### src/rtl/mem_access_ctrl.sv
// -----------------------------------------------------------------------------
// mem_access_ctrl
//   Sequences MEM-stage data-memory accesses of the 5-stage RISC-V pipeline
//   against a variable-latency memory using a req/ready request handshake and
//   an rvalid read-data return. While an access is outstanding the upstream
//   pipeline registers are frozen and MEM/WB receives a bubble. Stores are
//   byte-lane steered; loads are sign/zero extended before reaching MEM/WB.
//
//   Optional build macro: MISALIGN_TRAP_EN
//     defined   : misaligned H/W accesses skip the bus, pulse misalign_fault
//     undefined : offending low address bits are ignored, access proceeds
//
// Parameters
//   TIMEOUT_CYCLES  max cycles in REQ+WAIT before a bus-error abort (1..65535)
//
// Ports
//   clk, reset                   clock, synchronous active-high reset
//   MemReadM, MemWriteM          load / store present in MEM
//   funct3M                      size/sign (000 B, 001 H, 010 W, 100 BU, 101 HU)
//   ALUResultM, WriteDataM       byte address, store data
//   dmem_req/we/addr/wdata/be    request channel to data memory
//   dmem_ready                   request accepted this cycle
//   dmem_rvalid, dmem_rdata      read data return
//   ReadDataM                    extended load result to MEM/WB
//   StallMem, BubbleW            freeze upstream / bubble MEM/WB
//   misalign_fault               (MISALIGN_TRAP_EN only) misaligned access pulse
//   bus_error                    one-cycle pulse on timeout abort
// -----------------------------------------------------------------------------
module mem_access_ctrl #(
    parameter int unsigned TIMEOUT_CYCLES = 255
) (
    input  logic        clk,
    input  logic        reset,
    input  logic        MemReadM,
    input  logic        MemWriteM,
    input  logic [2:0]  funct3M,
    input  logic [31:0] ALUResultM,
    input  logic [31:0] WriteDataM,
    output logic        dmem_req,
    output logic        dmem_we,
    output logic [31:0] dmem_addr,
    output logic [31:0] dmem_wdata,
    output logic [3:0]  dmem_be,
    input  logic        dmem_ready,
    input  logic        dmem_rvalid,
    input  logic [31:0] dmem_rdata,
    output logic [31:0] ReadDataM,
    output logic        StallMem,
    output logic        BubbleW,
`ifdef MISALIGN_TRAP_EN
    output logic        misalign_fault,
`endif
    output logic        bus_error
);

    typedef enum logic [1:0] {
        S_IDLE = 2'd0,
        S_REQ  = 2'd1,
        S_WAIT = 2'd2,
        S_RESP = 2'd3
    } state_t;

    localparam logic [15:0] LAST_COUNT = 16'(TIMEOUT_CYCLES - 1);

    state_t      r_state;
    state_t      w_next_state;
    logic        r_we;
    logic [31:0] r_addr;
    logic [1:0]  r_offset;
    logic [31:0] r_wdata;
    logic [3:0]  r_be;
    logic [2:0]  r_funct3;
    logic [15:0] r_count;
    logic [31:0] r_read_data;
    logic        r_bus_error;

    logic        w_access;
    logic        w_is_byte;
    logic        w_is_half;
    logic        w_misaligned;
    logic [3:0]  w_be;
    logic [31:0] w_wdata;
    logic        w_busy;
    logic        w_done;
    logic        w_abort;
    logic [7:0]  w_lane_b;
    logic [15:0] w_lane_h;
    logic [31:0] w_load_ext;

    // Request decode from the EX/MEM outputs; only consumed in IDLE.
    // NOTE: every always_comb output gets a default first, so no path can
    // leave it unassigned and infer a latch.
    always_comb begin
        w_access  = MemReadM | MemWriteM;
        w_is_byte = (funct3M[1:0] == 2'b00);
        w_is_half = (funct3M[1:0] == 2'b01);
        w_be      = 4'b1111;
        w_wdata   = WriteDataM;
        if (w_is_byte) begin
            w_be    = 4'b0001 << ALUResultM[1:0];
            w_wdata = {4{WriteDataM[7:0]}};
        end else if (w_is_half) begin
            w_be    = 4'b0011 << {ALUResultM[1], 1'b0};
            w_wdata = {2{WriteDataM[15:0]}};
        end
    end

`ifdef MISALIGN_TRAP_EN
    // Undefined funct3 encodings count as word accesses.
    assign w_misaligned = (w_is_half & ALUResultM[0]) |
                          (~w_is_byte & ~w_is_half & (ALUResultM[1:0] != 2'b00));
`else
    assign w_misaligned = 1'b0;
`endif

    // Load lane select and extension, using the offset latched in IDLE.
    always_comb begin
        w_lane_b = dmem_rdata[7:0];
        case (r_offset)
            2'd1:    w_lane_b = dmem_rdata[15:8];
            2'd2:    w_lane_b = dmem_rdata[23:16];
            2'd3:    w_lane_b = dmem_rdata[31:24];
            default: w_lane_b = dmem_rdata[7:0];
        endcase
        w_lane_h = r_offset[1] ? dmem_rdata[31:16] : dmem_rdata[15:0];
        case (r_funct3[1:0])
            2'b00:   w_load_ext = r_funct3[2] ? {24'h0, w_lane_b}
                                              : {{24{w_lane_b[7]}}, w_lane_b};
            2'b01:   w_load_ext = r_funct3[2] ? {16'h0, w_lane_h}
                                              : {{16{w_lane_h[15]}}, w_lane_h};
            default: w_load_ext = dmem_rdata;
        endcase
    end

    // A store finishes on acceptance, a load on rvalid. The timeout only
    // fires on the final budgeted cycle if neither happened, so a read
    // accepted on that cycle is still aborted (its data could never arrive).
    always_comb begin
        w_busy  = (r_state == S_REQ) || (r_state == S_WAIT);
        w_done  = ((r_state == S_REQ) && dmem_ready && r_we) ||
                  ((r_state == S_WAIT) && dmem_rvalid);
        w_abort = w_busy && !w_done && (r_count == LAST_COUNT);

        w_next_state = r_state;
        case (r_state)
            S_IDLE: if (w_access) w_next_state = w_misaligned ? S_RESP : S_REQ;
            S_REQ: begin
                if (w_done || w_abort)   w_next_state = S_RESP;
                else if (dmem_ready)     w_next_state = S_WAIT;
            end
            S_WAIT: if (w_done || w_abort) w_next_state = S_RESP;
            // RESP always returns to IDLE, where the next instruction is seen.
            S_RESP:  w_next_state = S_IDLE;
            default: w_next_state = S_IDLE;
        endcase
    end

    // NOTE: sequential state uses non-blocking assignments only, so every
    // register samples pre-edge values regardless of statement order.
    always_ff @(posedge clk) begin
        if (reset) begin
            r_state     <= S_IDLE;
            r_we        <= 1'b0;
            r_addr      <= '0;
            r_offset    <= '0;
            r_wdata     <= '0;
            r_be        <= '0;
            r_funct3    <= '0;
            r_count     <= '0;
            r_read_data <= '0;
            r_bus_error <= 1'b0;
        end else begin
            r_state     <= w_next_state;
            r_bus_error <= w_abort;
            if (r_state == S_IDLE && w_access) begin
                r_we     <= ~MemReadM;
                r_addr   <= {ALUResultM[31:2], 2'b00};
                r_offset <= ALUResultM[1:0];
                r_wdata  <= w_wdata;
                r_be     <= w_be;
                r_funct3 <= funct3M;
                r_count  <= '0;
                if (w_misaligned) r_read_data <= '0;
            end
            if (w_busy) r_count <= r_count + 16'd1;
            if (r_state == S_WAIT && dmem_rvalid) r_read_data <= w_load_ext;
            else if (w_abort)                     r_read_data <= '0;
        end
    end

`ifdef MISALIGN_TRAP_EN
    logic r_misalign_fault;

    always_ff @(posedge clk) begin
        if (reset) r_misalign_fault <= 1'b0;
        else       r_misalign_fault <= (r_state == S_IDLE) && w_access && w_misaligned;
    end

    assign misalign_fault = r_misalign_fault;
`endif

    assign dmem_req   = (r_state == S_REQ);
    assign dmem_we    = r_we;
    assign dmem_addr  = r_addr;
    assign dmem_wdata = r_wdata;
    assign dmem_be    = r_be;
    assign ReadDataM  = r_read_data;
    assign bus_error  = r_bus_error;
    assign StallMem   = ((r_state == S_IDLE) && w_access) || w_busy;
    assign BubbleW    = StallMem;

endmodule

### config.mk
export PLATFORM = sky130hd
export DESIGN_NAME = mem_access_ctrl
export DESIGN_NICKNAME = d
export VERILOG_FILES = /design/src/rtl/mem_access_ctrl.sv
export SDC_FILE = /design/constraint.sdc
export NUM_CORES = 1
export LEC_CHECK = 0
export CAP_MARGIN = 20
export CORE_MARGIN = 2
export CORE_UTILIZATION = 49
export CTS_BUF_LIST = sky130_fd_sc_hd__clkbuf_4
export DETAILED_ROUTE_END_ITERATION = 16
export PLACE_DENSITY = 0.92
export SETUP_SLACK_MARGIN = 0.02
export SKIP_CTS_REPAIR_TIMING = 1
export SLEW_MARGIN = 40
export SYNTH_ARGS = -nofsm -noshare
export SYNTH_HDL_FRONTEND = slang
export SYNTH_SLANG_ARGS = --single-unit
export TNS_END_PERCENT = 10
### constraint.sdc
create_clock -name clk -period 6.4 [get_ports clk]
set_input_delay 0.96 -clock clk [delete_from_list [all_inputs] [get_ports clk]]
set_output_delay 0.96 -clock clk [all_outputs]
set_load 0.01 [all_outputs]
; Word level (Yosys, flattened, before mapping)
; Cells that the tools add are included.
[classes]
n_addsub = 1
n_eq_ne = 12
shifts = 2
n_mux = 18
bitwise = 2
n_reduce_logical = 17
[ops]
columns = cell, count
row1 = $mux W32, 6
row2 = $pmux W32 S2, 1
row3 = $mux W16, 3
row4 = $pmux W8 S3, 1
row5 = $add A16 B1 Y16 const B, 1
row6 = $eq A16 B8 Y1 const B, 1
row7 = $eq A2 B1 Y1 const B, 4
row8 = $eq A2 B2 Y1 const B, 4
row9 = $mux W2, 4
row10 = $mux W4, 2
row11 = $pmux W2 S4, 1
row12 = $logic_and A1 B1 Y1, 6
row13 = $logic_not A2 Y1, 3
row14 = $logic_or A1 B1 Y1, 4
row15 = $reduce_bool A2 Y1, 2
row16 = $shl A1 B2 Y4 const A, 1
row17 = $shl A2 B2 Y4 const A, 1
row18 = $ne A3 B1 Y1 const B, 1
row19 = $reduce_and A3 Y1, 1
row20 = $ne A2 B1 Y1 const B, 1
row21 = $ne A2 B2 Y1 const B, 1
row22 = $logic_not A1 Y1, 1
row23 = $not A1 Y1, 1
row24 = $or A1 B1 Y1, 1
[word_totals]
regBits = 123
in_bits = 105
output_inout_bits = 105
word_cells = 62

; Depth between registers and ports, before layout
[depth]
ltp_word = 10
depth_mapped = 9

; Worst setup path after synthesis
; OpenSTA, ideal clock, no wires.
[synth_path]
path_type = input to output
start = input port MemReadM
end = output port StallMem
arrival_ns = 1.618
setup_slack_ns = 3.822
path_stages = 4
cell_sequence = o21a_1 -> nor2_1 -> inv_1 -> buf_4
[synth_between]
elab_chain_len = 3
[synth_lines]
columns = item, line
row1 = "start, declared", 34  ; input logic MemReadM,
row2 = $or A1 B1 Y1, 94  ; w_access = MemReadM | MemWriteM;
row3 = $logic_and A1 B1 Y1, 209  ; assign StallMem = ((r_state == S_IDLE) && w_access) || w_busy;
row4 = $logic_or A1 B1 Y1, 209
row5 = "end, declared", 48  ; output logic StallMem,
; No other way between the ends.

; Worst setup path after layout
[layout_path]
start = input port MemReadM
end = output port BubbleW
[layout_between]
elab_chain_len = 3
[layout_lines]
columns = item, line
row1 = $or A1 B1 Y1, 94
row2 = $logic_and A1 B1 Y1, 209
row3 = $logic_or A1 B1 Y1, 209
row4 = "end, declared", 49  ; output logic BubbleW,
; No other way between the ends.

==> key figures <==
Placement
  – # port buffers: 207
  – Cell Count Post-Placement: 971
  – Placed Area: 7742 um^2
  – Detail Placement HPWL: 12710 um
  – Final weighted congestion in routability-driven placement: 0.8997

STA
  – Clock tree skew after final layout: 0.01726 ns
  – Max-slew violation total from the final report: 0
  – Hold violation total from the final report: 0
  – Tightest Pin Transition: 0.7074 ns
  – Unrepaired setup endpoints after global routing: no
  – Time the final worst path needs with I/O delays and setup: 3.846 ns
  – Accumulated negative setup slack: 0 ns
  – Achievable clock frequency: 260.0 MHz
  – Final worst-path cycle share: 0.6010
  – Headroom to the max-slew limit: 0.5284
  – Number of setup violations in the final report: 0

GRT
  – Combined global-route utilization of all metal layers: 0.2855
  – Largest net degree at the start of global routing: 94
  – Number of global-route vias before repair: 5614
  – Number of antenna violations at the first check in global routing: 0
  – Leftover overflow at the end of global routing: 0
  – Global-route wire length before repair: 28460 um

Power
  – Sequential share of power: 0.372
  – Total power of the final layout: 2.670 mW
  – Logic pwr share: 0.451
  – Leakage power of the design: 2.915 nW
  – Net switching share of the total power: 0.3786
  – Share of total power in the clock network: 0.177
  – Switching pwr: 1.011 mW
  – Power Internal: 1.659 mW
  – Peak supply drop: 280.4 uV
  – Power Density: 335.1 nW/um^2

Synth
  – Proportion of netlist area held by the largest area contributor: 0.4416
  – Post-Synthesis Mean Instance Area: 8.323 um^2
  – Synthesized instance count: 670
  – Sequential area share after synthesis: 0.4416
  – Count of flip-flops with a built-in enable after synthesis: 0
  – Warnings from Yosys: 0
  – Most frequent cell after synthesis: sky130_fd_sc_hd__nand2_1
  – Post-Synthesis Cell Area: 5577 um^2
  – Yosys cell types: 53
  – Cell types with the largest area share after synthesis: sky130_fd_sc_hd__dfxtp_1, sky130_fd_sc_hd__nand2_1, sky130_fd_sc_hd__a21oi_1
  – Top cells by instance count after synthesis: sky130_fd_sc_hd__nand2_1, sky130_fd_sc_hd__dfxtp_1, sky130_fd_sc_hd__a21oi_1
  – Library cell with the largest summed area after synthesis: sky130_fd_sc_hd__dfxtp_1
  – Primary FF master, synth: sky130_fd_sc_hd__dfxtp_1
  – Total of flip-flops plus latches after synthesis: 123
  – Async set or reset register ratio after synthesis: 0

Floorplanning
  – Area of the core region: 10980 um^2
  – Initial standard-cell utilization of the core: 0.5077
  – Floorplan die area: 12250 um^2
  – Die boundary height: 110.7 um
  – I/O pin cnt: 210
  – Die outline width: 110.7 um
  – Site row count: 38

Clock network
  – Clock slew at the register clock pins of the worst setup and hold paths: 0.09 ns
  – Buffer depth of the longest clock path: 2
  – CTS tree: built
  – Htree depth: 4
  – # clock sinks: 123
  – CTS root buf: sky130_fd_sc_hd__clkbuf_4
  – CTS Buf Count: 17
  – Source-to-sink clock delay at the later pin of the worst-skew pair: 0.53 ns

Final layout
  – Finished Cell Area: 7968 um^2
  – Layout cell share with drive strength beyond 1: 0.06512
  – Final #Nets: 960
  – Cell Count, Final, Fillers Out: 1001
  – Layout Area Growth over Synthesis: 42.88%
  – Post-Route Utilization: 0.7255

Detailed routing
  – Post-DR wirelength/cell: 17.59 um
  – Total vias in the final route: 5831
  – Number of routed nets with antenna violations: 0
  – WL final: 17610 um
  – Vias per Instance: 5.825
  – Number of iterations in the first detailed-routing pass: 5
  – Iter 0 DRT Violations: 368
  – Post-route DRC violation count: 0

Critical path
  – Data required time of the worst path: 5.44 ns
  – Bufs and invs on worst path: 3
  – Maximum cell stage delay along the critical path: 0.60 ns
  – Crit path launch type: primary input
  – Crit-path max FO: 29
  – Cell mode on critical path: sky130_fd_sc_hd__clkdlybuf4s50_1
  – Top cell family by delay on the critical path: buffers and inverters
  – R2R Setup Slk: 3.57 ns
  – Depth of the worst register-to-register path: 7
  – Number of gates on the worst path with buffers counted: 5
  – Crit end category: output pin
  – Worst reg2reg endpoint: ReadDataM[12]
  – Kind of critical path: in -> out
  – Destination of the critical timing path: BubbleW
  – Crit path launch: MemReadM
  – CP max stage cell: sky130_fd_sc_hd__clkdlybuf4s50_1
  – Critical Path AT: 2.89 ns
  – Cells along the critical path: clkdlybuf4s50_1 -> o21a_4 -> nor2_1 -> inv_1 -> clkdlybuf4s50_1
  – Launch point of the worst reg-to-reg path: r_state[0]

Job
  – Maximum Capacitance Violations: 0

Hold path
  – Kind of path behind the tightest hold check: reg -> reg

Run status
  – Result of the run: finished, final reports clean
==> through the flow <==
stage                     worst slack, ns  hold slack [ns]
final                               2.554           0.4598
after CTS                           2.549           0.4616
after global routing                2.379           0.4823
after detailed placement            2.582           0.4482
after floorplan                     3.822           0.4391
after global placement              2.135           0.4415
==> layer usage <==
| metal | track usage | routed length (um) | vias to the layer above |
|---|---|---|---|
| met5 | 0 | 0 | - |
| met4 | 0.1492 | 760 | 0 |
| met3 | 0.1061 | 1750 | 58 |
| met2 | 0.4761 | 8507 | 322 |
| met1 | 0.3183 | 6589 | 2705 |
| li1 | - | - | 2746 |
==> cell families (layout without fill, tap and decap cells) <==
| group | after synthesis | after routing | synth area share |
|---|---|---|---|
| and+or+nand+nor | 226 | 226 | 0.1833 |
| AOI/OAI and AO/OA | 214 | 214 | 0.2475 |
| DFF | 123 | 123 | 0.4416 |
| buffers and inverters | 70 | 259 | 0.04959 |
| muxes | 28 | 28 | 0.06148 |
| adders and majority gates | 5 | 5 | 0.01122 |
| xor gates and xnor gates | 3 | 3 | 0.004713 |
| other | 1 | 3 | 0.0006725 |
==> final cells by class <==
class                   instances  area, um^2
multi-input cells             478        2880
diodes                          1       2.502
well taps                     140       175.2
inverters                      13       48.80
clock buffers                  23       172.7
clock inverters                 6       50.05
flip-flops and latches        123        2462
fillers                       795        3015
repair buffers                217        2176
==> power groups by stage <==
stage | Sequential (mW) | Combinational (mW) | Clock [mW]
6_report | 0.994 | 1.20 | 0.471
3_5_place_dp | 1.01 | 1.19 | 0
4_1_cts | 0.994 | 1.20 | 0.483
3_3_place_gp | 1.00 | 1.12 | 0
2_1_floorplan | 1.05 | 0.620 | 0
5_1_grt | 1.01 | 1.31 | 0.518
==> flip-flops by register name (all words and copies together) (netlist names) <==
name and count:
r_count 16, r_funct3 3, r_state 2, bus_error 1, dmem_we 1, dmem_wdata 32, ReadDataM 32, r_offset 2
dmem_be 4, dmem_addr 30
==> worst reg2reg max path, cell delays in order, from the launching register on <==
cell and delay [ns]:
sky130_fd_sc_hd__dfxtp_1 0.38, sky130_fd_sc_hd__inv_1 0.13, sky130_fd_sc_hd__ha_1 0.63, sky130_fd_sc_hd__or4b_1 0.53
sky130_fd_sc_hd__nor4_2 0.39, sky130_fd_sc_hd__a221oi_4 0.11, sky130_fd_sc_hd__buf_4 0.28, sky130_fd_sc_hd__a22o_1 0.29
==> placed cells by master, fill, tap and decap left out, types with 5 or more instances in the layout <==
master	count
sky130_fd_sc_hd__o22ai_1	13
sky130_fd_sc_hd__nor2_1	38
sky130_fd_sc_hd__o21ai_0	33
sky130_fd_sc_hd__a22o_1	8
sky130_fd_sc_hd__o2bb2ai_1	25
sky130_fd_sc_hd__a311oi_1	11
sky130_fd_sc_hd__clkdlybuf4s50_1	206
sky130_fd_sc_hd__nor2b_1	10
sky130_fd_sc_hd__nand2b_1	7
sky130_fd_sc_hd__inv_1	13
sky130_fd_sc_hd__ha_1	5
sky130_fd_sc_hd__nand3_1	6
sky130_fd_sc_hd__a21oi_1	88
sky130_fd_sc_hd__a211oi_1	13
sky130_fd_sc_hd__mux2i_1	23
sky130_fd_sc_hd__nand2_1	131
sky130_fd_sc_hd__clkbuf_4	23
sky130_fd_sc_hd__mux4_2	5
sky130_fd_sc_hd__or3_1	6
sky130_fd_sc_hd__dfxtp_1	123
sky130_fd_sc_hd__buf_4	6
==> worst min-delay path by stage <==
stage	from	endpoint	cells past startpoint
after floorplan	r_count[15]	r_count[15]	1
after global placement	dmem_addr[2]	dmem_addr[2]	2
after detailed placement	ReadDataM[17]	ReadDataM[17]	1
after CTS	dmem_wdata[0]	dmem_wdata[0]	2
after global routing	dmem_addr[11]	dmem_addr[11]	2
final	dmem_wdata[0]	dmem_wdata[0]	2
No activity file was read; power rests on OpenSTA's default activity.
==> RTL change (config.mk and constraints unchanged) <==
The 4 states of `state_t` get a one-hot encoding in 4 bits.
--- a/src/rtl/mem_access_ctrl.sv
+++ b/src/rtl/mem_access_ctrl.sv
@@ -53,11 +53,11 @@
     output logic        bus_error
 );
 
-    typedef enum logic [1:0] {
-        S_IDLE = 2'd0,
-        S_REQ  = 2'd1,
-        S_WAIT = 2'd2,
-        S_RESP = 2'd3
+    typedef enum logic [3:0] {
+        S_IDLE = 4'b0001,
+        S_REQ  = 4'b0010,
+        S_WAIT = 4'b0100,
+        S_RESP = 4'b1000
     } state_t;
 
     localparam logic [15:0] LAST_COUNT = 16'(TIMEOUT_CYCLES - 1);
Behaviour: no difference found for any inputs over 4 cycles, from zero or initial values and one cycle with reset high; so few cycles prove little.
==> RTL change against the unedited design <==
  * Critical path depth stayed put
  * Synthesized area rose by 3.4%
  * Cell count down 1.2%
  * Wire length is 0.47% higher
  * Sequential cell count increased by 2
  * Worst setup slack got worse by 0.11 ns
  * Cell area increased by 1.7%
Power is not compared: it rests on default switching activity, and its combinational part moved more than twofold at a synthesized area within 25%.
==> RTL change: results (changes against the unedited design) <==
The flow ran to the end, and the final reports show no timing, DRC or antenna violations. The clock transition time at the flip-flop clock pins of the worst setup and hold paths is 0.11 ns (+0.02 ns), and the clock-cell share of area is 3.41% (+0.62 points). The detailed-router iteration count before antenna repair is 8 (+3), and the proportion of synthesized chip area in sequential cells is 43.4% (-0.77 points). The worst register-to-register path begins at r_offset[0]. The routed length per instance is 17.9 microns (+1.7%). In this run the most critical hold path is launched from dmem_addr[9]. For the count of filler cells inserted in the layout, the log shows 797 (+0.25%). For the count of placed standard cells in the final layout, fillers left out, the log shows 989 (-1.2%).

The final-layout clock buffer total is 17 (-26%), and the via count of the first global-routing pass is 5716 (+1.8%). Setup slack on the worst flop-to-flop path: 3.96 ns (+0.39 ns). The run gives 3.00 ns (+0.11 ns) as the critical path data arrival time. The share of cell area taken by muxes after synthesis is 7.29% (+1.1 points).

The fraction of final layout cells with drive strength greater than 1 came out at 7.80% (+1.3 points). The peak fanout along the critical path is 9 (-69%). The final setup skew was 0.0238 ns (+0.00658 ns); the register cell area after layout was 2500 sq um (+1.7%).

The run gives 93 (-1.1%) as the maximum number of pins on one net before global-route repair. The number of antenna cells inserted was 0 (-1); the xor-xnor portion of the synthesized cell area was 0.586% (+0.11 points). The overall track demand over capacity in global routing was 27.9% (-0.70 points); the buffer share of cell area was 26.2% (-1.1 points). The logs give 2960 sq um (+2.8%) for the footprint of the multi-input gates and 12.3 mm (-3.2%) for the detailed placer's ending HPWL. The number of tap instances is 143 (+2.1%). Number of instances in the placed design: 957 (-1.4%). Capturing element of the worst setup path: StallMem. The tools report the final setup slack of the worst path as 2.44 ns (-0.112 ns).

Cell count of the worst reg-to-reg path: 4 (-3). The headroom to the max-slew limit was 52.3% (-0.57 points). The tools report the DRC marker count from the first detailed-route iteration as 581 (+58%). The placed cell area came out at 7830 sq um (+1.1%). The worst hold path terminates at dmem_addr[9]. The commonest cells after synthesis are sky130_fd_sc_hd__nand2_1 (128), sky130_fd_sc_hd__dfxtp_1 (125), sky130_fd_sc_hd__a21oi_1 (68). The post-synthesis compound-gate area fraction works out to 24.0% (-0.73 points). Net count of the finished layout: 940 (-2.1%).

The tools report the number of unique standard cell types used by synthesis as 57 (+7.5%).
[RTL change: cell types whose count changed after synthesis, moves of 7 or more]
cell / delta
sky130_fd_sc_hd__buf_2: +7
sky130_fd_sc_hd__a21oi_1: -20
sky130_fd_sc_hd__a221o_1: +29
sky130_fd_sc_hd__o2bb2ai_1: -17
sky130_fd_sc_hd__a22o_1: -8
sky130_fd_sc_hd__o21ai_0: -13
sky130_fd_sc_hd__a2111oi_0: +11
sky130_fd_sc_hd__nor3_1: +13
sky130_fd_sc_hd__nor2_1: -7
[RTL change: critical path, stage by stage]
cell and delay, ns:
sky130_fd_sc_hd__clkdlybuf4s50_1 0.44, sky130_fd_sc_hd__or2_2 0.35, sky130_fd_sc_hd__a22oi_1 0.53, sky130_fd_sc_hd__inv_1 0.19, sky130_fd_sc_hd__clkdlybuf4s50_1 0.52
[RTL change: layer usage]
layer / wire length, microns / global-route usage [%]
met1: 6650 / 31.4
met2: 8690 / 46.9
met3: 1750 / 9.61
met4: 607 / 14.1
met5: 0 / 0
